### config.mk
export PLATFORM = sky130hd
export DESIGN_NAME = block_fetch_unit
export DESIGN_NICKNAME = d
export VERILOG_FILES = /design/src/rtl/block_fetch_unit.sv
export SDC_FILE = /design/constraint.sdc
export NUM_CORES = 1
export LEC_CHECK = 0
export BUFFER_PORTS_ARGS = -buffer_cell sky130_fd_sc_hd__buf_2
export CAP_MARGIN = 20
export CORE_MARGIN = 8
export CORE_UTILIZATION = 35
export DETAILED_ROUTE_END_ITERATION = 16
export PLACE_DENSITY_LB_ADDON = 0.08
export RECOVER_POWER = 50
export SETUP_SLACK_MARGIN = 0.5
export SYNTH_ARGS = -nofsm -noshare
export SYNTH_HDL_FRONTEND = slang
export SYNTH_SLANG_ARGS = --single-unit
### constraint.sdc
create_clock -name clk -period 16 [get_ports clk]
set_clock_uncertainty 0.05 [all_clocks]
set_input_delay 0.8 -clock clk [delete_from_list [all_inputs] [get_ports clk]]
set_output_delay 0.8 -clock clk [all_outputs]
set_load 0.02 [all_outputs]
### src/rtl/block_fetch_unit.sv
// Fetches one 2x2 A tile and one 2x2 B tile from a single-port RAM for the base multiplier.
// Optional define TRANSPOSE_B_EN: B tile fetched transposed (b_12 <- base_b+mat_n, b_21 <- base_b+1).
module block_fetch_unit #(
  parameter int data_w = 32,
  parameter int addr_w = 9,
  parameter int mat_n  = 4
) (
  input  logic              clk,
  input  logic              rst,
  input  logic              start,
  input  logic [addr_w-1:0] base_a,
  input  logic [addr_w-1:0] base_b,
  output logic [addr_w-1:0] ram_addr,
  input  logic [data_w-1:0] ram_r_data,
  output logic [data_w-1:0] a_11,
  output logic [data_w-1:0] a_12,
  output logic [data_w-1:0] a_21,
  output logic [data_w-1:0] a_22,
  output logic [data_w-1:0] b_11,
  output logic [data_w-1:0] b_12,
  output logic [data_w-1:0] b_21,
  output logic [data_w-1:0] b_22,
  output logic              busy,
  output logic              done,
  output logic              err
);

  typedef enum logic [1:0] {IDLE, ISSUE, DRAIN, DONE} state_e;

  localparam logic [addr_w-1:0] RowStride = addr_w'(mat_n);
  localparam logic [addr_w:0]   LastAddr  = {1'b0, {addr_w{1'b1}}};
  localparam logic [addr_w:0]   TileSpan  = (addr_w+1)'(mat_n + 1);

  state_e            state_q;
  logic [2:0]        idx_q;
  logic [2:0]        capIdx_q;
  logic              capValid_q;
  logic [addr_w-1:0] baseA_q;
  logic [addr_w-1:0] baseB_q;
  logic [addr_w-1:0] ramAddr_q;
  logic [data_w-1:0] tile_q [8];
  logic              busy_q;
  logic              done_q;
  logic              err_q;
  logic              startLegal;

  // Tile slot order: a11 a12 a21 a22 b11 b12 b21 b22; idx[2] selects the B matrix.
  function automatic logic [addr_w-1:0] tileAddr(input logic [2:0]        idx,
                                                 input logic [addr_w-1:0] baseA,
                                                 input logic [addr_w-1:0] baseB);
    logic [1:0]        pos;
    logic [addr_w-1:0] off;
    pos = idx[1:0];
`ifdef TRANSPOSE_B_EN
    if (idx[2] && (pos == 2'd1 || pos == 2'd2)) pos = ~pos;
`endif
    case (pos)
      2'd0:    off = '0;
      2'd1:    off = addr_w'(1);
      2'd2:    off = RowStride;
      default: off = RowStride + addr_w'(1);
    endcase
    return (idx[2] ? baseB : baseA) + off;
  endfunction

  // Extra bit of headroom so base+mat_n+1 cannot wrap before the comparison.
  assign startLegal = (({1'b0, base_a} + TileSpan) <= LastAddr) &&
                      (({1'b0, base_b} + TileSpan) <= LastAddr);

  always_ff @(posedge clk or posedge rst) begin
    if (rst) begin
      state_q    <= IDLE;
      idx_q      <= '0;
      capIdx_q   <= '0;
      capValid_q <= 1'b0;
      baseA_q    <= '0;
      baseB_q    <= '0;
      ramAddr_q  <= '0;
      busy_q     <= 1'b0;
      done_q     <= 1'b0;
      err_q      <= 1'b0;
      for (int i = 0; i < 8; i++) tile_q[i] <= '0;
    end else begin
      done_q     <= 1'b0;
      err_q      <= 1'b0;
      capValid_q <= 1'b0;
      // Read data lags the address by one cycle, so capture uses the previous index.
      if (capValid_q) tile_q[capIdx_q] <= ram_r_data;
      case (state_q)
        IDLE: begin
          if (start) begin
            if (startLegal) begin
              baseA_q   <= base_a;
              baseB_q   <= base_b;
              ramAddr_q <= base_a;
              idx_q     <= '0;
              busy_q    <= 1'b1;
              state_q   <= ISSUE;
            end else begin
              err_q <= 1'b1;
            end
          end
        end
        ISSUE: begin
          capIdx_q   <= idx_q;
          capValid_q <= 1'b1;
          if (idx_q == 3'd7) begin
            state_q <= DRAIN;
          end else begin
            idx_q     <= idx_q + 3'd1;
            ramAddr_q <= tileAddr(idx_q + 3'd1, baseA_q, baseB_q);
          end
        end
        DRAIN: begin
          busy_q  <= 1'b0;
          done_q  <= 1'b1;
          state_q <= DONE;
        end
        DONE: begin
          state_q <= IDLE;
        end
      endcase
    end
  end

  assign ram_addr = ramAddr_q;
  assign a_11     = tile_q[0];
  assign a_12     = tile_q[1];
  assign a_21     = tile_q[2];
  assign a_22     = tile_q[3];
  assign b_11     = tile_q[4];
  assign b_12     = tile_q[5];
  assign b_21     = tile_q[6];
  assign b_22     = tile_q[7];
  assign busy     = busy_q;
  assign done     = done_q;
  assign err      = err_q;

endmodule

==> Word-level counts from Yosys, hierarchy flattened <==
Cells that the tools add are included.
{ "classes": {"n_addsub": 4, "n_lt_le_gt_ge": 4, "eq_ne": 10, "muxes": 27, "bitwise_logic": 1, "n_reduce_logical": 10} }
{ "ops": {"columns": ["op", "n"], "rows": [
  ["256-bit bitwise mux", 1],
  ["32-bit demux with 3-bit select", 1],
  ["9-bit two-way mux", 6],
  ["32-bit two-way mux", 1],
  ["9-bit by 3-bit adder with 10-bit output (second input constant)", 2],
  ["10-bit by 9-bit less-or-equal comparator with 1-bit output (second input constant)", 2],
  ["9-bit case mux with 2 select lines", 1],
  ["9-bit adder", 1],
  ["3-bit two-way mux", 3],
  ["3-bit case mux with 3 select lines", 1],
  ["3-bit AND reduction", 3],
  ["2-bit inequality test (second input constant)", 4],
  ["2-bit case mux with 4 select lines", 1],
  ["1-bit two-way mux", 7],
  ["2-bit equality test (second input constant)", 3],
  ["2-bit two-way mux", 3],
  ["3-bit case mux with 2 select lines", 1],
  ["2-bit by 1-bit equality test with 1-bit output (second input constant)", 2],
  ["4-bit >= comparator (second input constant)", 1],
  ["2-bit logical NOT", 2],
  ["4-bit by 1-bit less-than comparator with 1-bit output (second input constant)", 1],
  ["3-bit inverter with 4-bit output", 1],
  ["4-bit AND reduction", 1],
  ["2-bit nonzero test", 2],
  ["4 further kinds", 5]
]} }
{ "word_totals": {"reg_bits": 295, "input_bits": 53, "out_inout_bits": 268, "elab_cells": 74} }

==> Depth between registers and ports, before layout <==
Gate-level depths: netlist of run 1.
{ "logic_depth": {"word_depth": 8, "mapped_depth": 11, "ltp_nobuf": 10} }

==> Worst setup path before layout of run 1 <==
No wires, ideal clock.
{ "synth_path": {"kind": "register to register", "from": "register idx_q[0]", "to": "register ramAddr_q[8] (netlist: ram_addr[8])", "setup_ps": 125, "arrival_ps": 2718, "t_required_ps": 15825, "slack_ps": 13107, "stages_incl_launch_ff": 12, "path_buffers": 1, "cell_sequence": "dfrtp_1 ha_1 ha_1 buf_6 mux2_2 ha_1 ha_1 a21o_1 nand3_1 mux2i_1 a211o_1 mux2_2"} }
{ "synth_via": {"elab_chain_len": 8} }
{ "synth_lines": {"columns": ["element", "line_no", "text"], "rows": [
  ["start, declared", "35", "logic [2:0] idx_q;"],
  ["start signal, assigned", "110", "idx_q <= idx_q + 3'd1;"],
  ["3-bit by 1-bit adder with 3-bit output", "111", "ramAddr_q <= tileAddr(idx_q + 3'd1, baseA_q, baseB_q);"],
  ["2-bit equality test, or another cell as far along", "57", "case (pos)"],
  ["3-bit case mux with 3 select lines", "57", null],
  ["9-bit two-way mux", "107", "if (idx_q == 3'd7) begin"],
  ["9-bit two-way mux", "89", "case (state_q)"],
  ["9-bit adder", "63", "return (idx[2] ? baseB : baseA) + off;"],
  ["9-bit two-way mux", "107", null],
  ["9-bit case mux with 2 select lines", "89", null],
  ["end signal, assigned", "95", "ramAddr_q <= base_a;"],
  ["end signal, assigned", "111", null],
  ["end, declared", "40", "logic [addr_w-1:0] ramAddr_q;"]
]} }
Parallel ways exist; a longest one is shown, timed or not. The select of a mux whose other input is x is not followed.
A chain may end at the register's enable or synchronous reset.

==> results by group, run 1 <==
Timing
  – Worst slew margin: -172%
  – Fin crit share: 43.6%
  – Setup violators final: 0
  – Pins Over Slew Limit: 165
  – RSZ-0062 raised after global routing: false
  – Post-route setup TNS: 0 ns
  – F_max: 143 MHz
  – Final min period: 6.98 ns
  – Endpoints failing hold: 0
  – Worst Tran Pin Value: 4.06 ns
  – Worst hold slack: 0.431 ns

CTS
  – Clock Path Buffers: 3
  – TritonCTS clock tree: built
  – Post-CTS sizing: 0
  – # clock sinks: 295
  – H-tree levels: 2
  – Clk slew on worst S/H paths: 0.06 ns
  – Setup repair bufs after CTS: 0
  – Clk Latency, worst-skew pair: 0.50 ns
  – Num CTS Buffers: 34
  – Number of hold buffers added after CTS: 0
  – Root Driver: clkbuf_16

Critical path
  – Worst r2r path cells: 10
  – Crit end category: asynchronous set/reset pin
  – CP startpoint kind: primary input
  – Buffers and inverters on the worst path: 4
  – WP depth: 4
  – CP Max Fanout: 91
  – Worst stage delay on the critical path: 2.75 ns
  – CP max stage cell: clkbuf_1
  – Cell Chain, Critical Path: buf_2 -> clkinvlp_2 -> clkbuf_1 -> clkbuf_1
  – Most used cell along the critical path: clkbuf_1
  – CP top delay family: buffers and inverters
  – CP Data Required Time: 15.67 ns
  – Crit path DAT: 6.65 ns
  – Kind of critical path: primary input to asynchronous set/reset pin

Placement
  – Cell Area, Placed: 13700 sq um
  – IO buf count: 320
  – Detail Placement HPWL: 22.3 mm
  – Routability cong.: 0.730
  – Placed cells: 1463

Yosys
  – Register area share after synthesis: 63.8%
  – Yosys reg bits: 295
  – Synth unique cells: 43
  – Yosys warnings: 0
  – Mean Syn Cell Area: 16.1 sq um
  – Mapped Nets: 778
  – Synthesized area: 11600 sq um
  – Post-Synthesis Cells: 717

Routing
  – Via count: 7217
  – Initial drt markers: 208
  – Drt wl/cell: 21.2 um
  – Final ANT Viol Nets: 0
  – Drt first pass iters: 5
  – Vias per cell: 4.74
  – Final WL: 32.2 mm
  – Remaining DRCs: 0

Pwr
  – Int Pwr: 0.00204 W
  – Leak: 6.47 nW
  – P_sw: 0.00128 W
  – Clock power share: 21.2%
  – PwrDens: 229 nW/um^2
  – Max IR drop VDD: 119 uV
  – Switch share: 38.7%
  – Seq pwr share: 38.4%
  – Comb power frac: 40.4%
  – Total power: 0.00332 W

Floorplanning
  – Core area: 32500 sq um
  – I/O Pins: 321
  – Area of the die: 39100 sq um
  – Initial Utilization: 35.5%
  – FP Rows: 66
  – Die Y: 198 um
  – Die width: 198 um

Layout
  – Final nets: 1119
  – Final Non-Filler Cells: 1521
  – Layout area overhead: 25.5%
  – Final std cell area, no fill: 14500 sq um
  – ANT cells: 0
  – Layout cell share with drive strength beyond 1: 50.5%

Global routing
  – Vias in the first global route: 7797
  – Initial antenna violation count: 0
  – Largest net degree at the start of global routing: 92
  – GRT Total Usage: 16.3%
  – Global route total overflow: 0
  – Global-route wire length before repair: 49.3 mm

Run status
  – Violated checks: capacitance limit, slew limit
  – Outcome: finished, violations left

Hold path
  – Class of the worst hold path: register to register
  – Worst hold stages: 1

Flow run
  – Max-cap viol count: 2
cell usage after synthesis (all sizes together):
master | count | area share, %
xor2 | 1 | 0.076
o311ai | 1 | 0.076
or3 | 1 | 0.054
a21oi | 7 | 0.30
nor3 | 5 | 0.35
inv | 10 | 0.32
nand4b | 3 | 0.23
nand2 | 8 | 0.26
ha | 8 | 0.87
nand3b | 2 | 0.13
nor4bb | 1 | 0.087
nor3b | 2 | 0.22
mux2 | 294 | 29
a221o | 1 | 0.087
a211oi | 3 | 0.35
nor2b | 3 | 0.16
and2 | 3 | 0.17
mux2i | 9 | 0.78
o31a | 1 | 0.076
buf | 19 | 0.94
a21o | 1 | 0.065
a211o | 1 | 0.076
o21ai | 1 | 0.043
clkbuf | 14 | 0.45
o22a | 1 | 0.076
nand4 | 3 | 0.16
a31oi | 3 | 0.22
nand2b | 2 | 0.11
xnor2 | 3 | 0.23
a22oi | 1 | 0.11
nand3 | 4 | 0.17
nor2 | 6 | 0.19
dfrtp | 295 | 64
cells in the final DEF (no fill, tap or decap), types with 2 or more instances in the layout:
cell / netlist / layout
nor3_1: 2 / 3
buf_4: 1 / 7
nor2_1: 6 / 6
clkbuf_1: 14 / 147
inv_1: 10 / 9
mux2_4: 3 / 3
dfrtp_1: 295 / 295
a21oi_1: 7 / 7
nand3b_1: 2 / 2
a31oi_1: 2 / 2
nand2_1: 8 / 8
nor2b_1: 3 / 3
mux2_1: 7 / 7
clkbuf_8: 0 / 3
buf_2: 15 / 197
and2_1: 2 / 2
mux2_2: 284 / 284
nand4_1: 3 / 3
nand2b_1: 2 / 2
nand3_1: 4 / 4
nor3_2: 3 / 2
mux2i_1: 9 / 9
nand4b_1: 3 / 3
clkbuf_16: 0 / 35
xnor2_1: 3 / 3
clkinv_2: 0 / 4
ha_1: 8 / 8
nor3b_4: 0 / 2
metrics by stage:
step / utilization, % / setup slack [ns]
after global placement: 42.1 / 12.83
after global routing: 44.6 / 7.47
after detailed placement: 42.2 / 12.72
after CTS: 45.2 / 12.75
final: 44.6 / 9.02
after floorplan: - / 7.00
metal layers:
metal	vias to the layer above	track usage, %	routed length [um]
met5	-	0	0
met4	0	4.40	652
met3	43	5.72	2540
met2	210	25.1	14600
met1	3707	21.4	14400
li1	3257	-	-
power groups by stage:
stage	combinational (W)	clock, W	sequential, W
6_report	0.00134	0.000705	0.00128
5_1_grt	0.00144	0.000761	0.00133
4_1_cts	0.00142	0.000732	0.00128
3_5_place_dp	0.00141	0	0.00128
3_3_place_gp	0.00140	0	0.00128
2_1_floorplan	0.000511	0	0.00164
worst reg2reg max path, cell delays in order (launching register included):
cell,delay (ns)
dfrtp_1,0.40
ha_1,0.22
ha_1,0.65
mux2_2,0.41
ha_1,0.21
ha_1,0.22
a21o_1,0.24
nand3_1,0.10
mux2i_1,0.09
a211o_1,0.29
mux2_2,0.25
worst paths after layout:
path / start / to / slack [ns]
worst max-delay path: rst / a_22[3] / 9.02
worst min-delay path: ram_addr[2] / ram_addr[2] / 0.43
worst max register to register: idx_q[0] / ram_addr[8] / 12.76
worst min register to register: ram_addr[2] / ram_addr[2] / 0.43
max in group clk: idx_q[0] / ram_addr[8] / 12.76
min in group asynchronous: rst / a_11[27] / 1.46
registers in the layout (all words and copies together), names as in the netlist:
register / flops
a_11: 32
a_12: 32
a_21: 32
a_22: 32
b_11: 32
b_12: 32
b_21: 32
b_22: 32
baseA_q: 9
baseB_q: 9
busy: 1
capIdx_q: 3
capValid_q: 1
done: 1
err: 1
idx_q: 3
ram_addr: 9
state_q: 2
area by class of cell:
type / count / area (sq um)
tap: 442 / 553
clock buffer: 52 / 970
timing repair buffer: 338 / 1550
clock inverter: 5 / 28.8
multi-input combinational: 379 / 3990
sequential: 295 / 7380
inverter: 10 / 38.8
fill: 3189 / 18000
cells by family (layout without fill, tap and decap cells):
logic type                 Yosys count  count (layout)  share of synthesized area, %
muxes                              303             303                          29.5
DFF                                295             295                          63.8
and+or+nand+nor                     43              43                          2.29
buffers and inverters               43             405                          1.72
AOI/OAI and AO/OA                   21              21                          1.47
adders and majority gates            8               8                         0.866
xor gates and xnor gates             4               4                         0.303
Note: power is estimated with default switching activity, not from simulation.
==> run 2: changes to the inputs <==
Clock period 16 ns to 7 ns, I/O delays scaled along.
==> run 2 against run 1 <==
Against the previous run:
- the flow now finishes without violations
- global-route usage decreased by 0.24 points
- setup slack got worse by 5.2 ns
- hold slack worse by 0.37 ns
- critical path type is now register to register
==> results by group, run 2 (same netlist as run 1, synthesis figures left out) <==
Timing
  – F_max: 310 MHz
  – Fin crit share: 46.0%
  – Setup violators final: 0
  – Worst slew margin: 27.4%
  – Final min period: 3.22 ns
  – RSZ-0062 raised after global routing: false
  – Pins Over Slew Limit: 0
  – Final setup margin: 3.78 ns
  – Worst Tran Pin Value: 1.09 ns
  – Endpoints failing hold: 0
  – Post-route setup TNS: 0 ns

CTS
  – TritonCTS clock tree: built
  – # clock sinks: 295
  – Clk slew on worst S/H paths: 0.06 ns
  – Setup repair bufs after CTS: 0
  – Post-CTS sizing: 0
  – Clk Latency, worst-skew pair: 0.49 ns
  – Root Driver: clkbuf_16
  – Num CTS Buffers: 34
  – H-tree levels: 2
  – Number of hold buffers added after CTS: 1
  – Clock Path Buffers: 3

Layout
  – Commonest non-fill, non-tap cell in the layout: dfrtp_1
  – Layout cell share with drive strength beyond 1: 39.2%
  – Final std cell area, no fill: 14500 sq um
  – Layout area overhead: 25.8%
  – Final nets: 1119
  – Most frequent cells in the layout: 295 x dfrtp_1, 284 x mux2_2, 273 x clkbuf_1, 52 x buf_2, 37 x clkbuf_16

Routing
  – Vias per cell: 4.72
  – Drt wl/cell: 20.9 um
  – Drt first pass iters: 4
  – Via count: 7201
  – Initial drt markers: 285
  – Final WL: 32.0 mm
  – Remaining DRCs: 0
  – Final ANT Viol Nets: 0

Critical path
  – CP max stage cell: ha_1
  – Crit end category: register
  – Crit path DAT: 3.54 ns
  – CP Max Fanout: 15
  – Most used cell along the critical path: ha_1
  – Worst r2r path cells: 10
  – Worst stage delay on the critical path: 0.65 ns
  – Buffers and inverters on the worst path: 0
  – FF-to-FF Start: idx_q[0]
  – Kind of critical path: register to register
  – WP depth: 10
  – Worst R2R End: ram_addr[8]
  – CP Data Required Time: 7.32 ns
  – CP top delay family: adder cells
  – Cell Chain, Critical Path: ha_1 -> ha_1 -> mux2_2 -> ha_1 -> ha_1 -> a21o_1 -> nand3_1 -> mux2i_1 -> a211o_1 -> mux2_2
  – R2R Setup Slk: 3.78 ns
  – CP endpoint: ram_addr[8]
  – CP startpoint kind: register
  – Worst setup path start: idx_q[0]

Floorplanning
  – Die Y: 198 um
  – Core area: 32500 sq um
  – Die width: 198 um
  – Area of the die: 39100 sq um
  – I/O Pins: 321
  – Initial Utilization: 35.5%
  – FP Rows: 66

Run status
  – Outcome: finished, final reports clean

Global routing
  – Vias in the first global route: 7649
  – Initial antenna violation count: 1
  – GRT Total Usage: 16.0%
  – Largest net degree at the start of global routing: 146
  – Global-route wire length before repair: 48.7 mm
  – Global route total overflow: 0

Flow run
  – Max-cap viol count: 0

Pwr
  – Max IR drop VDD: 255 uV
  – Total power: 0.00763 W
  – PwrDens: 525 nW/um^2
  – Leak: 6.18 nW

Placement
  – Worst slack at placement: 3.78 ns
  – Cell Area, Placed: 13700 sq um
  – Routability cong.: 0.719
  – Detail Placement HPWL: 22.4 mm
  – IO buf count: 320

Hold path
  – Class of the worst hold path: primary input to register
==> run 2: report_power, final <==
part	internal, W	total, W	switching [W]
Sequential	0.00249	0.00292	0.000428
Clock	0.00108	0.00176	0.000689
Combinational	0.00110	0.00295	0.00185
Total	0.00467	0.00763	0.00297
==> run 2: stage by stage <==
stage	hold WS, ns	utilization [%]	std cells
final	0.0577	44.7	1527
after global routing	0.0367	44.7	1526
after CTS	0.0327	45.8	1526
after detailed placement	0.287	42.2	1463
after global placement	0.288	42.2	1462
after floorplan	0.425	-	717
==> run 2: cell type report <==
class / instances / area, sq um
fill: 3175 / 18000
sequential: 295 / 7380
multi-input combinational: 379 / 4010
timing repair buffer: 338 / 1430
clock buffer: 44 / 992
tap: 442 / 553
clock inverter: 18 / 140
inverter: 10 / 38.8
antenna: 1 / 2.50
==> run 2: worst min path at each step <==
stage	from	end	slack (ns)	depth (start not counted)
finish	base_b[1]	baseB_q[1]	0.06	2
global route	base_b[7]	baseB_q[7]	0.04	2
CTS	base_b[1]	baseB_q[1]	0.03	2
detailed placement	rst	b_12[23]	0.29	2
global placement	rst	b_12[23]	0.29	2
floorplan	baseB_q[0]	baseB_q[0]	0.42	1
==> run 2: routing by layer <==
metal	vias up	share of wire [%]	global-route usage (%)
met5	-	0	0
met4	0	1.4	3.43
met3	35	7.3	5.31
met2	207	47	25.4
met1	3696	45	21.1
li1	3263	-	-
